### src/rtl/chien_search_par.sv
// P-way parallel Chien search over GF(2^8): poly 0x11D, alpha = 0x02.
// Streams located roots per lane and flags a root-count mismatch with done.
module chien_search_par #(
  parameter int T = 4,
  parameter int P = 1,
  parameter int N = 255
) (
  input  logic               clk,
  input  logic               rst_n,
  input  logic               start,
  input  logic [4:0]         error_num,
  input  logic [8*(T+1)-1:0] elp,
  output logic [P-1:0]       loc_valid,
  output logic [8*P-1:0]     loc_pos,
  output logic [8*P-1:0]     loc_root,
  output logic               busy,
  output logic               done,
  output logic               fail
);

  localparam int         G      = (N + P - 1) / P;
  localparam logic [7:0] G_LAST = 8'(G - 1);
  localparam logic [4:0] T_MAX  = 5'(T);
  localparam logic [8:0] N_POS  = 9'(N);
  localparam logic [8:0] P_STEP = 9'(P);

  function automatic logic [7:0] gf_mul(input logic [7:0] a, input logic [7:0] b);
    logic [7:0] acc;
    logic [7:0] x;
    acc = 8'h00;
    x   = a;
    for (int n = 0; n < 8; n++) begin
      if (b[n]) acc = acc ^ x;
      x = {x[6:0], 1'b0} ^ (x[7] ? 8'h1D : 8'h00);
    end
    return acc;
  endfunction

  // Only ever evaluated on constants, to build the multiplier coefficients.
  function automatic logic [7:0] gf_exp(input int e);
    logic [7:0] v;
    v = 8'h01;
    for (int n = 0; n < e % 255; n++) v = gf_mul(v, 8'h02);
    return v;
  endfunction

  localparam logic [7:0] A_STEP = gf_exp(P);

  typedef enum logic [1:0] {IDLE, SEARCH, FINISH} state_t;
  state_t state_reg, state_next;

  logic [7:0]     r_reg  [T+1];
  logic [7:0]     r_init [T+1];
  logic [7:0]     r_step [T+1];
  logic [7:0]     a_reg;
  logic [7:0]     g_reg;
  logic [8:0]     k_base_reg;
  logic [4:0]     count_reg;
  logic [4:0]     err_reg;
  logic [4:0]     count_next;
  logic [4:0]     hit_cnt;
  logic [5:0]     count_wide;
  logic [P-1:0]   hit;
  logic [8*P-1:0] lane_pos;
  logic [8*P-1:0] lane_root;
  logic           terminate;
  logic           trivial;

  for (genvar gj = 0; gj <= T; gj++) begin : g_coef
    localparam logic [7:0] INIT_C = gf_exp(gj);
    localparam logic [7:0] STEP_C = gf_exp(gj * P);
    assign r_init[gj] = gf_mul(elp[8*gj +: 8], INIT_C);
    assign r_step[gj] = gf_mul(r_reg[gj], STEP_C);
  end

  // a_reg tracks alpha^(g*P); lane i root value is a_reg * alpha^(i+1).
  for (genvar gi = 0; gi < P; gi++) begin : g_lane
    localparam logic [7:0] ROOT_C = gf_exp(gi + 1);
    logic [7:0] term [T+1];
    logic [7:0] sum;
    for (genvar gj = 0; gj <= T; gj++) begin : g_term
      localparam logic [7:0] LANE_C = gf_exp(gj * gi);
      assign term[gj] = gf_mul(r_reg[gj], LANE_C);
    end
    always_comb begin
      sum = 8'h00;
      for (int j = 0; j <= T; j++) sum = sum ^ term[j];
    end
    assign hit[gi] = (sum == 8'h00) && ((k_base_reg + 9'(gi)) < N_POS);
    assign lane_pos[8*gi +: 8]  = k_base_reg[7:0] + 8'(gi);
    assign lane_root[8*gi +: 8] = gf_mul(a_reg, ROOT_C);
  end

  always_comb begin
    hit_cnt = 5'd0;
    for (int i = 0; i < P; i++) hit_cnt = hit_cnt + 5'(hit[i]);
    count_wide = {1'b0, count_reg} + {1'b0, hit_cnt};
    count_next = (count_wide > 6'd31) ? 5'd31 : count_wide[4:0];
    terminate  = (count_next >= err_reg) || (g_reg == G_LAST);
  end

  assign trivial = (error_num == 5'd0) || (error_num > T_MAX);

  always_comb begin
    state_next = state_reg;
    case (state_reg)
      IDLE:    state_next = IDLE;
      SEARCH:  if (terminate) state_next = FINISH;
      FINISH:  state_next = IDLE;
      default: state_next = IDLE;
    endcase
    if (start) state_next = trivial ? FINISH : SEARCH;
  end

  always_ff @(posedge clk or negedge rst_n) begin
    if (!rst_n) state_reg <= IDLE;
    else        state_reg <= state_next;
  end

  always_ff @(posedge clk or negedge rst_n) begin
    if (!rst_n) begin
      for (int j = 0; j <= T; j++) r_reg[j] <= 8'h00;
      a_reg      <= 8'h00;
      g_reg      <= 8'h00;
      k_base_reg <= 9'd0;
      count_reg  <= 5'd0;
      err_reg    <= 5'd0;
      loc_valid  <= '0;
      loc_pos    <= '0;
      loc_root   <= '0;
      busy       <= 1'b0;
      done       <= 1'b0;
      fail       <= 1'b0;
    end else begin
      busy <= (state_next != IDLE);
      if (start) begin
        // A start at any time restarts from group 0 and drops pending results.
        for (int j = 0; j <= T; j++) r_reg[j] <= r_init[j];
        a_reg      <= 8'h01;
        g_reg      <= 8'h00;
        k_base_reg <= 9'd0;
        count_reg  <= 5'd0;
        err_reg    <= error_num;
        loc_valid  <= '0;
        done       <= trivial;
        fail       <= (error_num > T_MAX);
      end else if (state_reg == SEARCH) begin
        for (int j = 0; j <= T; j++) r_reg[j] <= r_step[j];
        a_reg      <= gf_mul(a_reg, A_STEP);
        g_reg      <= g_reg + 8'd1;
        k_base_reg <= k_base_reg + P_STEP;
        count_reg  <= count_next;
        loc_valid  <= hit;
        loc_pos    <= lane_pos;
        loc_root   <= lane_root;
        done       <= terminate;
        fail       <= terminate && (count_next != err_reg);
      end else begin
        loc_valid <= '0;
        done      <= 1'b0;
        fail      <= 1'b0;
      end
    end
  end

endmodule

### config.mk
export PLATFORM = sky130hd
export DESIGN_NAME = chien_search_par
export DESIGN_NICKNAME = d
export VERILOG_FILES = /design/src/rtl/chien_search_par.sv
export SDC_FILE = /design/constraint.sdc
export NUM_CORES = 1
export LEC_CHECK = 0
export BUFFER_PORTS_ARGS = -buffer_cell sky130_fd_sc_hd__buf_2
export CORE_UTILIZATION = 35
export DETAILED_ROUTE_END_ITERATION = 8
export GPL_TIMING_DRIVEN = 0
export SYNTH_ARGS = -nofsm -noshare
export SYNTH_HDL_FRONTEND = slang
export SYNTH_SLANG_ARGS = --single-unit
### constraint.sdc
create_clock -name clk -period 4.8 [get_ports clk]
set_input_delay 0.24 -clock clk [delete_from_list [all_inputs] [get_ports clk]]
set_output_delay 0.24 -clock clk [all_outputs]
set_load 0.02 [all_outputs]
==> results of run 1 <==
## final cells by class
cell class / count / area (um2) / area share (%)
clock inverter: 7 / 189 / 3.09
tap: 180 / 225 / 3.68
buffer: 32 / 143 / 2.33
multi-input combinational: 374 / 2490 / 40.7
timing repair buffer: 68 / 370 / 6.06
clock buffer: 9 / 225 / 3.68
sequential: 97 / 2430 / 39.7
inverter: 12 / 45.0 / 0.737
## metrics by stage
step | power (W) | utilization, % | area (um2)
2_1_floorplan | 0.00129 | - | 5100
3_3_place_gp | 0.00141 | 40.3 | 5660
3_5_place_dp | 0.00143 | 40.5 | 5690
4_1_cts | 0.00241 | 43.5 | 6110
5_1_grt | 0.00250 | 43.5 | 6110
6_report | 0.00239 | 43.5 | 6110
## worst max-delay path by stage
stage / endpoint / slack, ns / depth (start not counted)
global placement: done / 1.59 / 14
CTS: done / 1.52 / 14
detailed placement: done / 1.52 / 14
floorplan: done / 1.95 / 14
finish: done / 1.53 / 15
global route: done / 1.26 / 15
## where the power goes
group          switching (W)  internal [W]  total, W
clock               0.000312      0.000669  0.000981
sequential         0.0000498      0.000885  0.000935
combinational       0.000249      0.000222  0.000471
total               0.000611       0.00178   0.00239
## routing by layer
layer / wire length, um / part of all wire [%] / global-route usage [%] / vias to the layer above
li1: - / - / - / 1860
met1: 5070 / 45 / 21.0 / 1826
met2: 5620 / 49 / 27.8 / 84
met3: 430 / 3.8 / 3.76 / 23
met4: 262 / 2.3 / 5.95 / 0
met5: 0 / 0 / 0 / -
## kinds of logic (layout without fill, tap and decap cells)
| group | after synthesis | in the layout | share of synthesized area, % |
|---|---|---|---|
| xor gates and xnor gates | 102 | 102 | 17.5 |
| buffers and inverters | 44 | 128 | 3.68 |
| muxes | 37 | 37 | 7.75 |
| DFF | 97 | 97 | 47.6 |
| AOI/OAI and AO/OA | 83 | 83 | 8.93 |
| adders and majority gates | 10 | 10 | 2.45 |
| and+or+nand+nor | 142 | 142 | 12.1 |
## worst max-delay path: stages, from the launching register on
cell      delay, ns
dfrtp_1        0.33
clkbuf_1       0.25
xnor2_1        0.17
xnor2_1        0.15
xnor2_1        0.14
nand3_1        0.15
nor3_1         0.22
ha_1           0.19
and3_1         0.25
a31oi_1        0.17
ha_1           0.32
nand2b_1       0.14
a21o_1         0.17
a21oi_1        0.14
o21a_1         0.19
o22ai_1        0.11
## placed cells by master, fill, tap and decap left out, types with 17 or more instances in the layout
cell type   n
buf_2      79
dfrtp_1    97
mux2i_1    17
o21ai_0    38
mux2_2     20
xnor2_1    74
xor2_1     28
nand2_1    60
a21oi_1    28
nor2_1     45
==> results.md, run 1 <==
* First-pass GRT wire length at around 19000 um
* Yosys top cell by area: dfrtp_1
* DR vias at 3793
* Worst setup path category: register to register
* Post-synth cell types at 36
* Mapped Cells at a little over 500
* Via density at ~5
* Data arrival time of the critical path at 3.46 ns
* Setup ws final at 1.53 ns
* H-tree levels at 3
* Fill cells at 1332
* Final Skew at approximately 0.0058 ns
* Final period utilization at slightly below 70%
* Top-area cell type share of the netlist area at a little under half
* Max-cap violation count at 0
* Resized cells post-CTS at 0
* Worst reg-to-reg setup slack at 1.53 ns
* Die area at 0.0151 mm2
* Dpl ws at 1.52 ns
* Worst Path Max Fanout at 5
* Area Growth Syn to Fin at 19.8%
* Routed len/inst at ~15 um
* Syn Area/Cell at between 9 and 10 um2
* Clk sink count at 97
* Crit end category: register
* Final wirelength at 11400 um
* Post-CTS Repair Setup Buffers at 0
* Fin Setup TNS at 0 ns
* # port buffers at 66
* Worst VDD drop at 0.000182 V
* Hold path cells at 3
* Dpl cells at 762
* Worst R2R End: done
* CP required at 5.00 ns
* I/O pin count at 68
* CTS tree: yes
* Synth Cell Area at 0.00510 mm2
* Antenna diode count at 0
* Slew margin rel. at a little under three fifths
* Row count at 43
* Root Buffer: clkbuf_16
* P_leak at approximately 2.7 nW
* Initial Util at ~36%
* Number of global-route vias before repair at 3906
* Die Wd at 123 um
* Async SR Flop Fraction at 100%
* Crit. Startpoint: g_lane[0].term[23]
* Slew @ Worst Pin at 0.668 ns
* Pins Over Slew Limit at 0
* Fin cells at 779
* Top_reg_cell synth: dfrtp_1
* R2R depth at 15
* Grt ovf at 0
* Register area share after synthesis at 47.6%
* Clock Latency Late Sink at 0.35 ns
* Worst r2r src: g_lane[0].term[23]
* Startpoint Class: register
* Hold_buf cts at 1
* RSZ-0062 raised after global routing: no
* Shortest period the worst path allows at 3.27 ns
* Final HPWL DP at 8450 um
* DRC violations left at 0
* DR pass1 iterations at 4
* PD cells at 390 mW/mm2
* Hold Path End: g_lane[0].term[25]
* Gr usage total at ~17%
* Number of synthesized flops with an enable pin at 0
* Synth top cells by count: 97 x dfrtp_1, 74 x xnor2_1, 60 x nand2_1
* Maximum clock insertion buffer count at 2
* Syn Nets at 573
* Largest net degree at the start of global routing at 50
* Placer Congestion at ~0.82
* Final hold violations at 0
* Worst Hold Class: input pin to register
* Initial antenna violation count at 0
* Nets at 652
* Core area at about 0.014 mm2
* Fmax achieved at 306 MHz
* Worst hold slack at 0.105 ns
* Syn. warnings at 0
* Clock-pin slew on the worst setup and hold paths at 0.07 ns
* Synth Register Bits at 97
* Max reg flops at 40
* Status: complete, no violations
* Initial DRC count at 186
* DRT antenna net count at 0
* Final setup viols at 0
* Most common cell in the synthesized netlist: dfrtp_1
* Inserted Clock Buffers at 9
* Die H at 123 um
* Layout cells sized above 1 at about a fifth
* Hold Crit Start: elp[8]
* Synth top area cells: dfrtp_1 48%, xnor2_1 13%, xor2_1 4.8%
No activity file was read; power rests on OpenSTA's default activity.
==> run 2, diff against run 1 <==
--- a/config.mk
+++ b/config.mk
@@ -5,6 +5,7 @@
 export SDC_FILE = /design/constraint.sdc
 export NUM_CORES = 1
 export LEC_CHECK = 0
+export ABC_AREA = 1
 export BUFFER_PORTS_ARGS = -buffer_cell sky130_fd_sc_hd__buf_2
 export CORE_UTILIZATION = 35
 export DETAILED_ROUTE_END_ITERATION = 8
==> constraint.sdc (replaced) <==
create_clock -name clk -period 3.1 [get_ports clk]
set_input_delay 0.155 -clock clk [delete_from_list [all_inputs] [get_ports clk]]
set_output_delay 0.155 -clock clk [all_outputs]
set_load 0.02 [all_outputs]
==> run 2 against run 1 <==
Effect of this change: the flow now finishes with violations (design-rule violations); cell count is 19% higher; clock power is 23% higher; fmax increased by 9.1%; sequential power rose by 61%; clock-buffer cell count is 1 higher; utilization increased by 0.57 points; synthesized cell count grew 26%; critical path type unchanged; via count is 17% higher; highest routed layer unchanged.
==> results.md, run 2 <==
* Hold path cells at 3 (unchanged)
* Layout cells sized above 1 at 23.5% (+3.2 points)
* Fill cells at 1468 (+10%)
* Final wirelength at 13800 um (+21%)
* Final Power at 0.00367 W (+54%)
* Dpl cells at 903 (+19%)
* DR vias at 4451 (+17%)
* Maximum clock insertion buffer count at 2 (unchanged)
* Antenna diode count at 0 (unchanged)
* Initial antenna violation count at 0 (unchanged)
* Syn Nets at 709 (+24%)
* I/O pin count at 68 (unchanged)
* Multi-input logic area at 0.00263 mm2 (+5.7%)
* DRT antenna net count at 0 (unchanged)
* DR pass1 iterations at 7 (+3)
* Initial DRC count at 332 (+78%)
* Top_reg_cell synth: dfrtp_1
* DRC violations left at 5 (+5)
* Row count at 44 (+2.3%)
* Setup ws final at 0.106 ns (-1.43 ns)
* Placer Congestion at 0.810 (-0.71%)
* Worst Hold Class: input pin to register
* Via density at 4.80 (-1.5%)
* CTS tree: yes
* Fmax achieved at 334 MHz (+9.1%)
* Core area at 0.0147 mm2 (+4.7%)
* Crit end category: register
* Slew @ Worst Pin at 0.652 ns (-0.0160 ns)
* PD cells at 566 mW/mm2 (+45%)
* Routed len/inst at 14.8 um (+1.6%)
* Syn. warnings at 0 (unchanged)
* Synth top cells by count: 215 x nand2_1, 97 x dfrtp_1, 59 x inv_1
* Final setup viols at 0 (unchanged)
* RSZ-0062 raised after global routing: yes
* Worst setup path category: register to register
* Root Buffer: clkbuf_16
* Worst reg-to-reg setup slack at 0.11 ns (-1.43 ns)
* Worst R2R End: fail
* Syn Area/Cell at 8.20 um2 (-17%)
* Hold Path End: g_lane[0].term[36]
* Most common cell after layout, fill and taps aside: nand2_1
* Area Growth Syn to Fin at 21.4%
* Pins Over Slew Limit at 0 (unchanged)
* Fin cells at 928 (+19%)
* Final hold violations at 0 (unchanged)
* Startpoint Class: register
* Inserted Clock Buffers at 9 (unchanged)
* P_leak at 3.25 nW (+18%)
* Fin Setup TNS at 0 ns (unchanged)
* Final period utilization at 96.6% (+29 points)
* Synth top area cells: dfrtp_1 45%, nand2_1 15%, xnor2_1 4.9%
* Max-cap violation count at 0 (unchanged)
* Clock-pin slew on the worst setup and hold paths at 0.07 ns (about the same)
* Worst r2r src: g_lane[0].term[23]
* Data arrival time of the critical path at 3.28 ns (-0.18 ns)
* Post-synth cell types at 42 (+17%)
* CP required at 3.39 ns (-1.61 ns)
* Worst VDD drop at 0.000315 V (+73%)
* Nets at 798 (+22%)
* First-pass GRT wire length at 22300 um (+17%)
* Number of global-route vias before repair at 4172 (+6.8%)
* Yosys top cell by area: dfrtp_1
* Dpl ws at -0.120 ns (-1.64 ns)
* # port buffers at 67 (+1.5%)
* Worst Path Max Fanout at 5 (unchanged)
* Status: complete, but fails checks
* Async SR Flop Fraction at 100% (unchanged)
* Violated checks: design-rule violations
* Initial Util at 36.3% (about the same)
* Grt ovf at 0 (unchanged)
* Most common cell in the synthesized netlist: nand2_1
* Mapped Cells at 651 (+26%)
* Clk sink count at 97 (unchanged)
* Hold Crit Start: elp[4]
* Top-area cell type share of the netlist area at 45.5% (-2.1 points)
* Most frequent cells in the layout: 206 x nand2_1, 93 x dfrtp_1, 79 x buf_2, 53 x inv_1, 32 x nor2_1
* Die Wd at 126 um (+2.3%)
* Die H at 126 um (+2.3%)
* Slew margin rel. at 56.6% (+1.1 points)
* Gr usage total at 18.5% (+1.8 points)
* Die area at 0.0158 mm2 (+4.6%)
* Number of synthesized flops with an enable pin at 0 (unchanged)
* Register area at 0.00243 mm2 (+0.21%)
* Max reg flops at 40 (unchanged)
* Synth Register Bits at 97 (unchanged)
* Largest net degree at the start of global routing at 51 (+2.0%)
* H-tree levels at 3 (unchanged)
* Final Skew at 0.00754 ns (+0.00172 ns)
* Layout Utilization at 44.1% (+0.57 points)
* R2R depth at 20 (+5)
* Register area share after synthesis at 45.5% (-2.1 points)
* Final HPWL DP at 9810 um (+16%)
* Shortest period the worst path allows at 2.99 ns (-0.273 ns)
* Clock Latency Late Sink at 0.35 ns (about the same)
* Synth Cell Area at 0.00534 mm2 (+4.7%)
-- run 2: worst max-delay path by stage --
stage	start	cells past startpoint	slack, ns	endpoint
finish	g_lane[0].term[23]	20	0.11	fail
global route	g_lane[0].term[9]	24	-0.15	fail
CTS	g_lane[0].term[10]	23	0.0002	done
detailed placement	g_lane[0].term[23]	21	-0.12	fail
global placement	g_lane[0].term[23]	21	-0.11	fail
floorplan	g_lane[0].term[13]	25	0.31	done
-- run 2: power by group --
| group | internal [W] | switching, W | leakage, nW |
|---|---|---|---|
| Sequential | 0.00139 | 0.000122 | 1.25 |
| Combinational | 0.000391 | 0.000563 | 1.85 |
| Clock | 0.000723 | 0.000482 | 0.151 |
-- run 2: critical path, cell delays in order (launching register included) --
cell and delay (ns):
dfrtp_2 0.48, xnor2_2 0.24, inv_1 0.07, nand2_1 0.07, nand3_1 0.08, nand2_2 0.10, nand3_2 0.11, nor2_4 0.14
ha_4 0.16, ha_4 0.13, nand2_2 0.06, nor2_2 0.10, xor2_1 0.14, nand2_1 0.11, ha_4 0.30, nand2_4 0.05
nor2_4 0.12, nand2_2 0.06, o2111ai_2 0.22, nand3_1 0.12, nand2_1 0.08
-- run 2: kinds of logic after synthesis --
group / synth area share [%]
AO/OA/AOI/OAI: 12.4
flip-flops: 45.5
adder cells (fa/ha/maj): 2.34
buffers and inverters: 7.80
XOR/XNOR: 9.02
AND/OR/NAND/NOR: 23.0
-- run 2: layer usage --
layer	global-route usage [%]	up-vias	share of wire, %
met5	0	-	0
met4	4.73	0	1.0
met3	3.81	12	5.4
met2	28.1	123	44
met1	26.6	2048	49
li1	-	2268	-
-- run 2: timing repair --
action,CTS,global route
hold endpoints to repair,50,0
resized for setup,12,35
setup endpoints to repair,4,4
hold buffers,4,0
buffers inserted,4,5
pin swaps,8,18
-- run 2: final cells by class --
cell class	instances	share of cell area, %
flip-flops and latches	97	37.5
repair buffers	81	7.30
multi-input cells	461	40.6
plain buffers	23	2.18
clock buffers	10	3.69
inverters	67	3.96
well taps	184	3.55
clock inverters	5	1.24
-- run 2: through the flow --
step                      hold WS, ns  cell area [um2]
final                         0.00877             6480
after global routing           0.0213             6480
after CTS                     0.00369             6370
after detailed placement        0.224             5940
after global placement          0.356             5910
after floorplan                -0.141             5340
==> run 3, diff against run 2 <==
--- a/config.mk
+++ b/config.mk
@@ -10,6 +10,7 @@
 export CORE_UTILIZATION = 35
 export DETAILED_ROUTE_END_ITERATION = 8
 export GPL_TIMING_DRIVEN = 0
+export PLACE_DENSITY = 0.56
 export SYNTH_ARGS = -nofsm -noshare
 export SYNTH_HDL_FRONTEND = slang
 export SYNTH_SLANG_ARGS = --single-unit
==> constraint.sdc (replaced) <==
create_clock -name clk -period 2.5 [get_ports clk]
set_input_delay 0.125 -clock clk [delete_from_list [all_inputs] [get_ports clk]]
set_output_delay 0.125 -clock clk [all_outputs]
set_load 0.02 [all_outputs]
==> run 3 against run 2 <==
Effect of this change: the flow finishes with violations (design-rule violations, negative setup slack); combinational power rose by 34%; fmax decreased by 1.1%; via count grew 4.2%; non-clock buffer count is 19 higher; total power grew 24%; routed wire length grew 4.9%; critical path type unchanged; cell count grew 2.0%; sequential cell count did not move; clock power grew 16%; utilization rose by 1.2 points; highest routed layer unchanged; largest power group unchanged; clock-buffer cell count fell by 1; critical endpoint is now done; sequential power rose by 24%.
==> results.md, run 3 (synthesis results as in run 2) <==
* Critical path buffer and inverter count at 2 (+1)
* Final hold violations at 0 (unchanged)
* Data arrival time of the critical path at 3.32 ns (+0.04 ns)
* Clock-pin slew on the worst setup and hold paths at 0.07 ns (about the same)
* Routed len/inst at 15.3 um (+2.8%)
* Inserted Clock Buffers at 9 (unchanged)
* Initial antenna violation count at 0 (unchanged)
* Layout cells sized above 1 at 25.7% (+2.2 points)
* Placer Congestion at 0.863 (+6.6%)
* Most frequent cells in the layout: 201 x nand2_1, 91 x dfrtp_1, 79 x buf_2, 51 x inv_1, 31 x o21ai_0
* Total internal power at 0.00304 W (+21%)
* Die H at 126 um (unchanged)
* Crit path max-delay family: simple AND/OR/NAND/NOR gates
* Via density at 4.90 (+2.2%)
* Fin cells at 947 (+2.0%)
* Setup ws final at -0.528 ns (-0.633 ns)
* Dpl ws at -0.731 ns (-0.611 ns)
* DRT antenna net count at 0 (unchanged)
* Clk sink count at 97 (unchanged)
* Row count at 44 (unchanged)
* Comb power frac at 28.1% (+2.1 points)
* Clock Latency Late Sink at 0.36 ns (about the same)
* Maximum clock insertion buffer count at 2 (unchanged)
* H-tree levels at 3 (unchanged)
* DR pass1 iterations at 7 (unchanged)
* CP dominant cell by count: nand2_1
* CTS tree: yes
* Fin Setup TNS at -2.07 ns (-2.07 ns)
* Gr usage total at 19.2% (+0.76 points)
* Slew @ Worst Pin at 0.644 ns (-0.00778 ns)
* # port buffers at 67 (unchanged)
* Worst path cell trace: inv_2 > nand2_2 > nand2_4 > inv_2 > nand2_2 > nand2_1 > nand2_1 > nand2_1 > nor2_2 > nand3_2 > nor2_2 > ha_2 > ha_4 > nand2_4 > nor2_4 > xor2_1 > nand2_1 > ha_4 > nand2_4 > nor2_4 > nand2_2 > o2111ai_2 > nand2_1 > nand2_2
* Final period utilization at 121% (+25 points)
* Most common cell after layout, fill and taps aside: nand2_1
* Max reg flops at 40 (unchanged)
* Worst Hold Class: input pin to register
* Switching portion of total power at 33.2% (+1.3 points)
* Startpoint Class: register
* Root Buffer: clkbuf_16
* Area Growth Syn to Fin at 24.6%
* Violated checks: design-rule violations, negative setup slack
* PD cells at 683 mW/mm2 (+21%)
* Slew margin rel. at 57.1% (+0.52 points)
* Worst VDD drop at 0.000419 V (+33%)
* Final Skew at 0.00708 ns (-0.000452 ns)
* Fmax achieved at 330 MHz (-1.1%)
* Worst setup path category: register to register
* Max stage delay on crit path at 0.44 ns (-0.04 ns)
* Die Wd at 126 um (unchanged)
* Crit end category: register
* Die area at 0.0158 mm2 (unchanged)
* Pins Over Slew Limit at 0 (unchanged)
* Antenna diode count at 0 (unchanged)
* Final setup viols at 4 (+4)
* Final wirelength at 14500 um (+4.9%)
* Largest net degree at the start of global routing at 51 (unchanged)
* Final HPWL DP at 10400 um (+5.6%)
* DR vias at 4640 (+4.2%)
* Core area at 0.0147 mm2 (unchanged)
* Shortest period the worst path allows at 3.03 ns (+0.0333 ns)
* DRC violations left at 4 (-1)
* Sequential Power Share at 41.1% (about the same)
* Clock Power Share at 30.8% (-2.1 points)
* Sw power at 0.00151 W (+29%)
* Nets at 817 (+2.4%)
* Status: complete, but fails checks
* Initial DRC count at 229 (-31%)
* Number of global-route vias before repair at 4520 (+8.3%)
* Worst Path Max Fanout at 4 (-1)
* CP required at 2.79 ns (-0.60 ns)
* Dpl cells at 903 (unchanged)
* I/O pin count at 68 (unchanged)
* First-pass GRT wire length at 23200 um (+3.8%)
* Critical path's slowest cell: dfrtp_2
* P_leak at 3.34 nW (+2.7%)
* Max-cap violation count at 0 (unchanged)
* RSZ-0062 raised after global routing: yes
* Initial Util at 36.3% (unchanged)
* Grt ovf at 0 (unchanged)
* Worst hold slack at 0.00777 ns (-0.00100 ns)
-- run 3: final timing paths --
| check | from | to | slack (ns) | depth (start not counted) |
|---|---|---|---|---|
| hold / removal | error_num[2] | err_reg[2] | 0.008 | 3 |
| min in group asynchronous | rst_n | g_reg[1] | 0.33 | 2 |
| hold reg to reg | loc_pos[0] | loc_pos[0] | 0.46 | 2 |
| setup / recovery | g_lane[0].term[13] | done | -0.53 | 24 |
| setup reg to reg | g_lane[0].term[13] | done | -0.53 | 24 |
| max in group asynchronous | rst_n | g_lane[0].term[11] | 1.47 | 3 |
-- run 3: layout make-up --
type / instances / area [um2]
fill: 1469 / 8050
multi-input combinational: 461 / 2660
sequential: 97 / 2430
timing repair buffer: 100 / 641
inverter: 67 / 254
tap: 184 / 230
clock buffer: 9 / 225
buffer: 23 / 141
clock inverter: 6 / 68.8
-- run 3: stage by stage --
| stage | utilization [%] | power [W] | instance area [um2] |
|---|---|---|---|
| 2_1_floorplan | - | 0.00265 | 5370 |
| 3_5_place_dp | 40.6 | 0.00299 | 5960 |
| 5_1_grt | 45.3 | 0.00481 | 6650 |
| 6_report | 45.3 | 0.00454 | 6650 |
| 3_3_place_gp | 40.4 | 0.00296 | 5930 |
| 4_1_cts | 44.3 | 0.00450 | 6510 |
-- run 3: worst min-delay path: cells and delay by family --
family,cells,cell delay [ns]
compound gates,1,0.06
buf+inv,1,0.10
simple gates,1,0.05
-- run 3: per-layer routing --
layer	vias to the layer above	global-route usage [%]	wire (um)
li1	2307	-	-
met3	21	3.64	568
met1	2214	25.2	6710
met4	0	7.82	319
met2	98	31.2	6870
met5	-	0	0
-- run 3: power groups by stage --
| stage | combinational [W] | sequential (W) | clock, W |
|---|---|---|---|
| final | 0.00128 | 0.00187 | 0.00140 |
| after global routing | 0.00143 | 0.00189 | 0.00149 |
| after CTS | 0.00120 | 0.00186 | 0.00144 |
| after detailed placement | 0.00111 | 0.00188 | 0 |
| after global placement | 0.00109 | 0.00187 | 0 |
| after floorplan | 0.000781 | 0.00187 | 0 |
-- run 3: repair_timing --
action	CTS	global route
setup endpoints to repair	4	8
setup buffers	12	6
gates resized for setup	22	33
hold buffers	14	0
pin swaps	20	21
hold endpoints to repair	60	0
